### src/rtl/eth_rx_fcs_check_if.sv
// Stream bundle for the receive FCS checker.
//   rx_*   : byte stream from the MAC receive path (data, valid, last, PHY error)
//   out_*  : payload stream with the 4 FCS bytes stripped
//   stat_* : one-cycle end-of-frame status strobe plus held result flags/length
// master : the side that sources rx_* and observes out_*/stat_*
// slave  : the checker itself
interface eth_rx_fcs_check_if #(
  parameter int LW = 11
);
  logic [7:0]    rx_data;
  logic          rx_valid;
  logic          rx_last;
  logic          rx_er;
  logic [7:0]    out_data;
  logic          out_valid;
  logic          out_last;
  logic          stat_valid;
  logic          stat_ok;
  logic          stat_crc_err;
  logic          stat_runt;
  logic          stat_giant;
  logic          stat_phy_err;
  logic [LW-1:0] stat_len;

  modport master (
    output rx_data, rx_valid, rx_last, rx_er,
    input  out_data, out_valid, out_last,
    input  stat_valid, stat_ok, stat_crc_err, stat_runt, stat_giant, stat_phy_err, stat_len
  );

  modport slave (
    input  rx_data, rx_valid, rx_last, rx_er,
    output out_data, out_valid, out_last,
    output stat_valid, stat_ok, stat_crc_err, stat_runt, stat_giant, stat_phy_err, stat_len
  );
endinterface

### src/rtl/eth_rx_fcs_check.sv
// Receive-side Ethernet FCS checker.
// Runs the byte-wise CRC-32 over every byte of a frame (FCS included) and
// compares the final register against the good-frame residue. A 4-byte delay
// buffer holds back the trailing FCS so only payload is forwarded. At the
// closing byte a one-cycle status strobe reports CRC, runt, giant and PHY
// error results together with the (saturating) frame length.
// Ports:
//   clk  : clock
//   rst  : asynchronous active-high reset
//   bus  : eth_rx_fcs_check_if.slave (rx_* in, out_* and stat_* out)
module eth_rx_fcs_check #(
  parameter int MIN_LEN = 64,
  parameter int MAX_LEN = 1518,
  parameter int LW      = 11
) (
  input  logic              clk,
  input  logic              rst,
  eth_rx_fcs_check_if.slave bus
);

  localparam logic [31:0]   CRC_POLY    = 32'h04C11DB7;
  localparam logic [31:0]   CRC_INIT    = 32'hFFFFFFFF;
  localparam logic [31:0]   CRC_RESIDUE = 32'hC704DD7B;
  localparam logic [LW-1:0] LEN_SAT     = '1;

  typedef enum logic {IDLE, RECV} state_t;

  state_t          state_q, state_d;
  logic [31:0]     crc_q, crc_d;
  logic [LW-1:0]   len_q, len_d;
  logic            phy_q, phy_d;
  logic [3:0][7:0] buf_q, buf_d;   // [3] is the oldest byte
  logic [2:0]      fill_q, fill_d;

  logic            accept;
  logic            close_frame;
  logic            push;
  logic            crc_err_d, runt_d, giant_d, ok_d;

  logic [7:0]      out_data_q;
  logic            out_valid_q, out_last_q;
  logic            stat_valid_q, stat_ok_q, stat_crc_err_q;
  logic            stat_runt_q, stat_giant_q, stat_phy_err_q;
  logic [LW-1:0]   stat_len_q;

  // Feeding data[0] first into the MSB-first shift register is the same as
  // bit-reversing the byte and then doing the parallel MSB-first update.
  function automatic logic [31:0] crc_byte(input logic [31:0] crc, input logic [7:0] data);
    logic [31:0] c;
    c = crc;
    for (int i = 0; i < 8; i++) begin
      if (c[31] ^ data[i]) c = {c[30:0], 1'b0} ^ CRC_POLY;
      else                 c = {c[30:0], 1'b0};
    end
    return c;
  endfunction

  assign accept      = bus.rx_valid;
  assign close_frame = bus.rx_valid & bus.rx_last;

  // State register
  always_ff @(posedge clk or posedge rst) begin
    if (rst) state_q <= IDLE;
    else     state_q <= state_d;
  end

  // Next-state logic: a single-byte frame closes straight out of IDLE.
  always_comb begin
    state_d = state_q;
    case (state_q)
      IDLE:    if (accept && !bus.rx_last) state_d = RECV;
      RECV:    if (close_frame)            state_d = IDLE;
      default: state_d = IDLE;
    endcase
  end

  // Output/datapath logic: CRC, length, PHY flag and strip-buffer updates.
  always_comb begin
    crc_d  = crc_q;
    len_d  = len_q;
    phy_d  = phy_q;
    fill_d = fill_q;
    buf_d  = buf_q;
    push   = 1'b0;
    if (accept) begin
      buf_d = {buf_q[2:0], bus.rx_data};
      if (state_q == IDLE) begin
        crc_d  = crc_byte(CRC_INIT, bus.rx_data);
        len_d  = LW'(1);
        phy_d  = bus.rx_er;
        fill_d = 3'd1;
      end else begin
        crc_d  = crc_byte(crc_q, bus.rx_data);
        len_d  = (len_q == LEN_SAT) ? len_q : len_q + LW'(1);
        phy_d  = phy_q | bus.rx_er;
        // Once four bytes are held, each new byte evicts the oldest as payload.
        if (fill_q == 3'd4) push = 1'b1;
        else                fill_d = fill_q + 3'd1;
      end
    end
  end

  // Close-time results are taken from the next-state values so the closing
  // byte is included in both the residue and the length.
  assign crc_err_d = (crc_d != CRC_RESIDUE);
  assign runt_d    = (int'(len_d) < MIN_LEN);
  assign giant_d   = (int'(len_d) > MAX_LEN);
  assign ok_d      = ~(crc_err_d | runt_d | giant_d | phy_d);

  always_ff @(posedge clk or posedge rst) begin
    if (rst) begin
      crc_q  <= CRC_INIT;
      len_q  <= '0;
      phy_q  <= 1'b0;
      fill_q <= 3'd0;
      buf_q  <= '0;
    end else begin
      crc_q  <= crc_d;
      len_q  <= len_d;
      phy_q  <= phy_d;
      fill_q <= fill_d;
      buf_q  <= buf_d;
    end
  end

  always_ff @(posedge clk or posedge rst) begin
    if (rst) begin
      out_data_q     <= 8'h00;
      out_valid_q    <= 1'b0;
      out_last_q     <= 1'b0;
      stat_valid_q   <= 1'b0;
      stat_ok_q      <= 1'b0;
      stat_crc_err_q <= 1'b0;
      stat_runt_q    <= 1'b0;
      stat_giant_q   <= 1'b0;
      stat_phy_err_q <= 1'b0;
      stat_len_q     <= '0;
    end else begin
      out_valid_q  <= push;
      out_last_q   <= push & close_frame;
      if (push) out_data_q <= buf_q[3];
      stat_valid_q <= close_frame;
      if (close_frame) begin
        stat_ok_q      <= ok_d;
        stat_crc_err_q <= crc_err_d;
        stat_runt_q    <= runt_d;
        stat_giant_q   <= giant_d;
        stat_phy_err_q <= phy_d;
        stat_len_q     <= len_d;
      end
    end
  end

  assign bus.out_data     = out_data_q;
  assign bus.out_valid    = out_valid_q;
  assign bus.out_last     = out_last_q;
  assign bus.stat_valid   = stat_valid_q;
  assign bus.stat_ok      = stat_ok_q;
  assign bus.stat_crc_err = stat_crc_err_q;
  assign bus.stat_runt    = stat_runt_q;
  assign bus.stat_giant   = stat_giant_q;
  assign bus.stat_phy_err = stat_phy_err_q;
  assign bus.stat_len     = stat_len_q;

endmodule

### src/flat_wrapper.sv
// flat-port wrapper written by rule: the top's interface ports become plain ports
module eth_rx_fcs_check_flat 
#(
  parameter int MIN_LEN = 64,
  parameter int MAX_LEN = 1518,
  parameter int LW      = 11
)
  (clk, rst, bus_rx_data, bus_rx_valid, bus_rx_last, bus_rx_er, bus_out_data, bus_out_valid, bus_out_last, bus_stat_valid, bus_stat_ok, bus_stat_crc_err, bus_stat_runt, bus_stat_giant, bus_stat_phy_err, bus_stat_len);
  eth_rx_fcs_check_if #(.LW(LW)) bus_i ();
  input  logic clk;
  input  logic rst;
  input wire logic [$bits(bus_i.rx_data)-1:0] bus_rx_data;
  input wire logic [$bits(bus_i.rx_valid)-1:0] bus_rx_valid;
  input wire logic [$bits(bus_i.rx_last)-1:0] bus_rx_last;
  input wire logic [$bits(bus_i.rx_er)-1:0] bus_rx_er;
  output wire logic [$bits(bus_i.out_data)-1:0] bus_out_data;
  output wire logic [$bits(bus_i.out_valid)-1:0] bus_out_valid;
  output wire logic [$bits(bus_i.out_last)-1:0] bus_out_last;
  output wire logic [$bits(bus_i.stat_valid)-1:0] bus_stat_valid;
  output wire logic [$bits(bus_i.stat_ok)-1:0] bus_stat_ok;
  output wire logic [$bits(bus_i.stat_crc_err)-1:0] bus_stat_crc_err;
  output wire logic [$bits(bus_i.stat_runt)-1:0] bus_stat_runt;
  output wire logic [$bits(bus_i.stat_giant)-1:0] bus_stat_giant;
  output wire logic [$bits(bus_i.stat_phy_err)-1:0] bus_stat_phy_err;
  output wire logic [$bits(bus_i.stat_len)-1:0] bus_stat_len;
  assign bus_i.rx_data = bus_rx_data;
  assign bus_i.rx_valid = bus_rx_valid;
  assign bus_i.rx_last = bus_rx_last;
  assign bus_i.rx_er = bus_rx_er;
  assign bus_out_data = bus_i.out_data;
  assign bus_out_valid = bus_i.out_valid;
  assign bus_out_last = bus_i.out_last;
  assign bus_stat_valid = bus_i.stat_valid;
  assign bus_stat_ok = bus_i.stat_ok;
  assign bus_stat_crc_err = bus_i.stat_crc_err;
  assign bus_stat_runt = bus_i.stat_runt;
  assign bus_stat_giant = bus_i.stat_giant;
  assign bus_stat_phy_err = bus_i.stat_phy_err;
  assign bus_stat_len = bus_i.stat_len;
  eth_rx_fcs_check #(.MIN_LEN(MIN_LEN), .MAX_LEN(MAX_LEN), .LW(LW)) u_core (.clk(clk), .rst(rst), .bus(bus_i));
endmodule
### config.mk
export PLATFORM = sky130hd
export DESIGN_NAME = eth_rx_fcs_check_flat
export DESIGN_NICKNAME = d
export VERILOG_FILES = /design/src/rtl/eth_rx_fcs_check_if.sv /design/src/rtl/eth_rx_fcs_check.sv /design/src/flat_wrapper.sv
export SDC_FILE = /design/constraint.sdc
export NUM_CORES = 1
export LEC_CHECK = 0
export BUFFER_PORTS_ARGS = -buffer_cell sky130_fd_sc_hd__buf_2
export CAP_MARGIN = 10
export CORE_ASPECT_RATIO = 0.6
export CORE_MARGIN = 2
export CORE_UTILIZATION = 50
export DETAILED_ROUTE_END_ITERATION = 8
export HOLD_SLACK_MARGIN = 0.05
export PLACE_DENSITY_LB_ADDON = 0.1
export REMOVE_ABC_BUFFERS = 1
export SLEW_MARGIN = 20
export SYNTH_ARGS = -nofsm -noshare
export SYNTH_HDL_FRONTEND = slang
export SYNTH_SLANG_ARGS = --single-unit
export TNS_END_PERCENT = 10
### constraint.sdc
create_clock -name clk -period 4.1 [get_ports clk]
set_input_delay 0.82 -clock clk [delete_from_list [all_inputs] [get_ports clk]]
set_output_delay 0.82 -clock clk [all_outputs]
set_load 0.005 [all_outputs]
==> metrics.csv <==
metric,value,unit
outcome,"finished, final reports clean",
rsz0062_at_grt,no,
tns,0,ns
cts_hold_buf,0,
vias,4296,
syn_area_per_cell,11.50,sq um
drv_cap,0,
nets,596,
grt_max_degree,55,
ir_worst_vdd,368.4,uV
dp_hpwl,11510,um
synth-seq-cells,107,
postCtsSetupRepairBufs,0,
critPathLaunchType,input port,
combPwrFrac,54.5,%
rows,31,
crit_type,input port to flip-flop,
max_freq,0.2914,GHz
core_area,12220,sq um
power_frac_seq,29.6,%
finalCriticalPeriod,3.431,ns
clock_latency,0.35,ns
grt-ovfl-total,0,
internal_power,3.817,mW
total_power,6.112,mW
relSlewSlack,41.08,%
wirelength,15830,um
die_h,91.12,um
worst_pin_slew,0.8724,ns
yosys_warnings,0,
yosysUniqueCellTypes,64,
h-tree-depth,3,
grt_pass1_vias,4294,
finalClockSkew,0.007169,ns
die-area,13600,sq um
syn_inst,550,
ys.flop_type,dfrtp_1,
hold_violations,0,
power_density,871.7,nW/um^2
cts.sinks,107,
fp.dieW,149.2,um
drc,0,
synth_area,6325,sq um
critPathArrivalTime,3.68,ns
synth_top_area_share,29.67,%
crit_fanout,8,
grt_pass1_wl,25370,um
antennaDiodeCount,0,
setup_viol_count_final,0,
areaGrowthSynthToFinish,10.86,%
cts_tree,yes,
drtIter0Drc,364,
hp-class,flip-flop to flip-flop,
cts_max_path_buffers,2,
power_switching,2.295,mW
clk_pin_slew_worst_paths,0.07,ns
async_reset_ff_share,100.0,%
cts_buffers,9,
synth-edff-count,0,
p_leak,3.241,nW
io_buffer_count,39,
first_pass_iters,5,
final_max_slew_viol_count,0,
synth.top_cells.by_count,"dfrtp_1, nand2_1, xnor2_1",
min_period_over_period,83.69,%
crit_required,4.35,ns
end_kind,flip-flop,
yosys-top-cells-area,"dfrtp_1, dfstp_2, xnor3_1",
cts_root_buf,clkbuf_16,
yosysMostFrequentCell,dfrtp_1,
ant_nets,0,
antenna_found_initial,0,
detail_route.wl_per_cell,21.11,um
seq_area_frac_synth,42.97,%
switching_share,37.56,%
yosys.area.top_type,dfrtp_1,
io_pins,40,
viasPerCell,5.728,
initial_core_util,51.77,%
track_usage,25.05,%
clockPowerShare,15.8,%
ctsResizeCount,0,
drive_gt1_share,27.01,%
gp_congestion,0.9901,
worst paths after layout:
path	start	to	slack, ns	cells past startpoint
worst max-delay path	bus_rx_data[3]	u_core.bus.stat_ok$_DFFE_PP0P_	0.67	9
worst max register to register	u_core.crc_q[30]$_DFF_PP1_	u_core.bus.stat_ok$_DFFE_PP0P_	0.72	8
worst min register to register	u_core.buf_q[28]$_DFFE_PP0P_	u_core.bus.out_data[4]$_DFFE_PP0P_	0.47	2
max in group asynchronous	rst	u_core.crc_q[25]$_DFF_PP1_	2.59	3
worst min-delay path	u_core.buf_q[28]$_DFFE_PP0P_	u_core.bus.out_data[4]$_DFFE_PP0P_	0.47	2
min in group asynchronous	rst	u_core.bus.out_last$_DFF_PP0_	0.57	2
routing by layer:
layer	track usage [%]	vias to the layer above	share of wire (%)
li1	-	1965	-
met1	39.16	2158	50
met2	34.02	159	40
met3	7.889	14	9.2
met4	4.603	0	0.87
met5	0	-	0
flip-flops by register name, summed over array words and instances, names as in the netlist, 3 cells and up, named ones only:
name                 cells
u_core.buf_q            32
u_core.bus.out_data      8
u_core.bus.stat_len     11
u_core.crc_q            32
u_core.fill_q            3
u_core.len_q            11
power groups by stage:
| stage | clock network (mW) | registers [mW] | logic, mW |
|---|---|---|---|
| 3_3_place_gp | 0 | 1.81 | 3.26 |
| 2_1_floorplan | 0 | 1.70 | 2.60 |
| 6_report | 0.967 | 1.81 | 3.33 |
| 4_1_cts | 0.985 | 1.80 | 3.29 |
| 5_1_grt | 1.03 | 1.85 | 3.55 |
| 3_5_place_dp | 0 | 1.82 | 3.27 |
through the flow:
| step | util [%] | hold slack, ns | setup WS, ns | std cells | instance area (sq um) |
|---|---|---|---|---|---|
| CTS | 57.39 | 0.4710 | 0.7226 | 750 | 7012 |
| global route | 57.39 | 0.5020 | 0.5154 | 750 | 7012 |
| floorplan | - | 0.4348 | 0.5157 | 516 | 6156 |
| finish | 57.39 | 0.4672 | 0.6688 | 750 | 7012 |
| detailed placement | 54.65 | 0.4588 | 0.4067 | 734 | 6678 |
| global placement | 54.65 | 0.4498 | 0.4150 | 734 | 6678 |
cell families after synthesis:
group | Yosys count | share of synthesized area (%)
XOR/XNOR | 116 | 25.18
multiplexers | 41 | 7.240
flip-flops | 107 | 42.97
adder cells (fa/ha/maj) | 3 | 0.5935
buffers and inverters | 49 | 3.561
AND/OR/NAND/NOR | 142 | 10.78
AO/OA/AOI/OAI | 92 | 9.674
cells in the final DEF (no fill, tap or decap), types with 3 or more instances in the layout:
cell type	count
nor2b_1	3
mux2i_1	3
xnor3_1	31
nor3_1	7
o21ai_0	24
mux2_2	38
a31oi_1	4
o31ai_1	5
clkinv_4	3
and3_1	3
xnor2_1	49
a21oi_1	20
nand2_1	59
xor2_1	24
clkbuf_16	9
inv_1	12
a211oi_1	3
nor4b_1	3
a211o_1	3
buf_2	39
nand4_1	5
buf_4	13
and2_1	3
dfrtp_1	75
ha_1	3
xnor2_2	6
nor2_1	32
a21o_1	7
dfstp_2	32
o221ai_1	6
and4_1	3
nand3_1	10
cell type report:
type | instances | area (sq um)
repair buffers | 53 | 312.8
flip-flops and latches | 107 | 2718
clock buffers | 9 | 225.2
inverters | 15 | 58.81
well taps | 165 | 206.4
fillers | 1019 | 5206
clock inverters | 7 | 108.9
multi-input cells | 394 | 3382
worst max-delay path, cell delays in order:
cell	delay [ns]
buf_2	0.19
xnor2_1	0.59
xnor3_1	0.51
xnor3_1	0.39
o221ai_2	0.19
nand4b_1	0.12
nor4_1	0.34
nand4_1	0.21
o41ai_2	0.33
No activity file was read; power rests on OpenSTA's default activity.
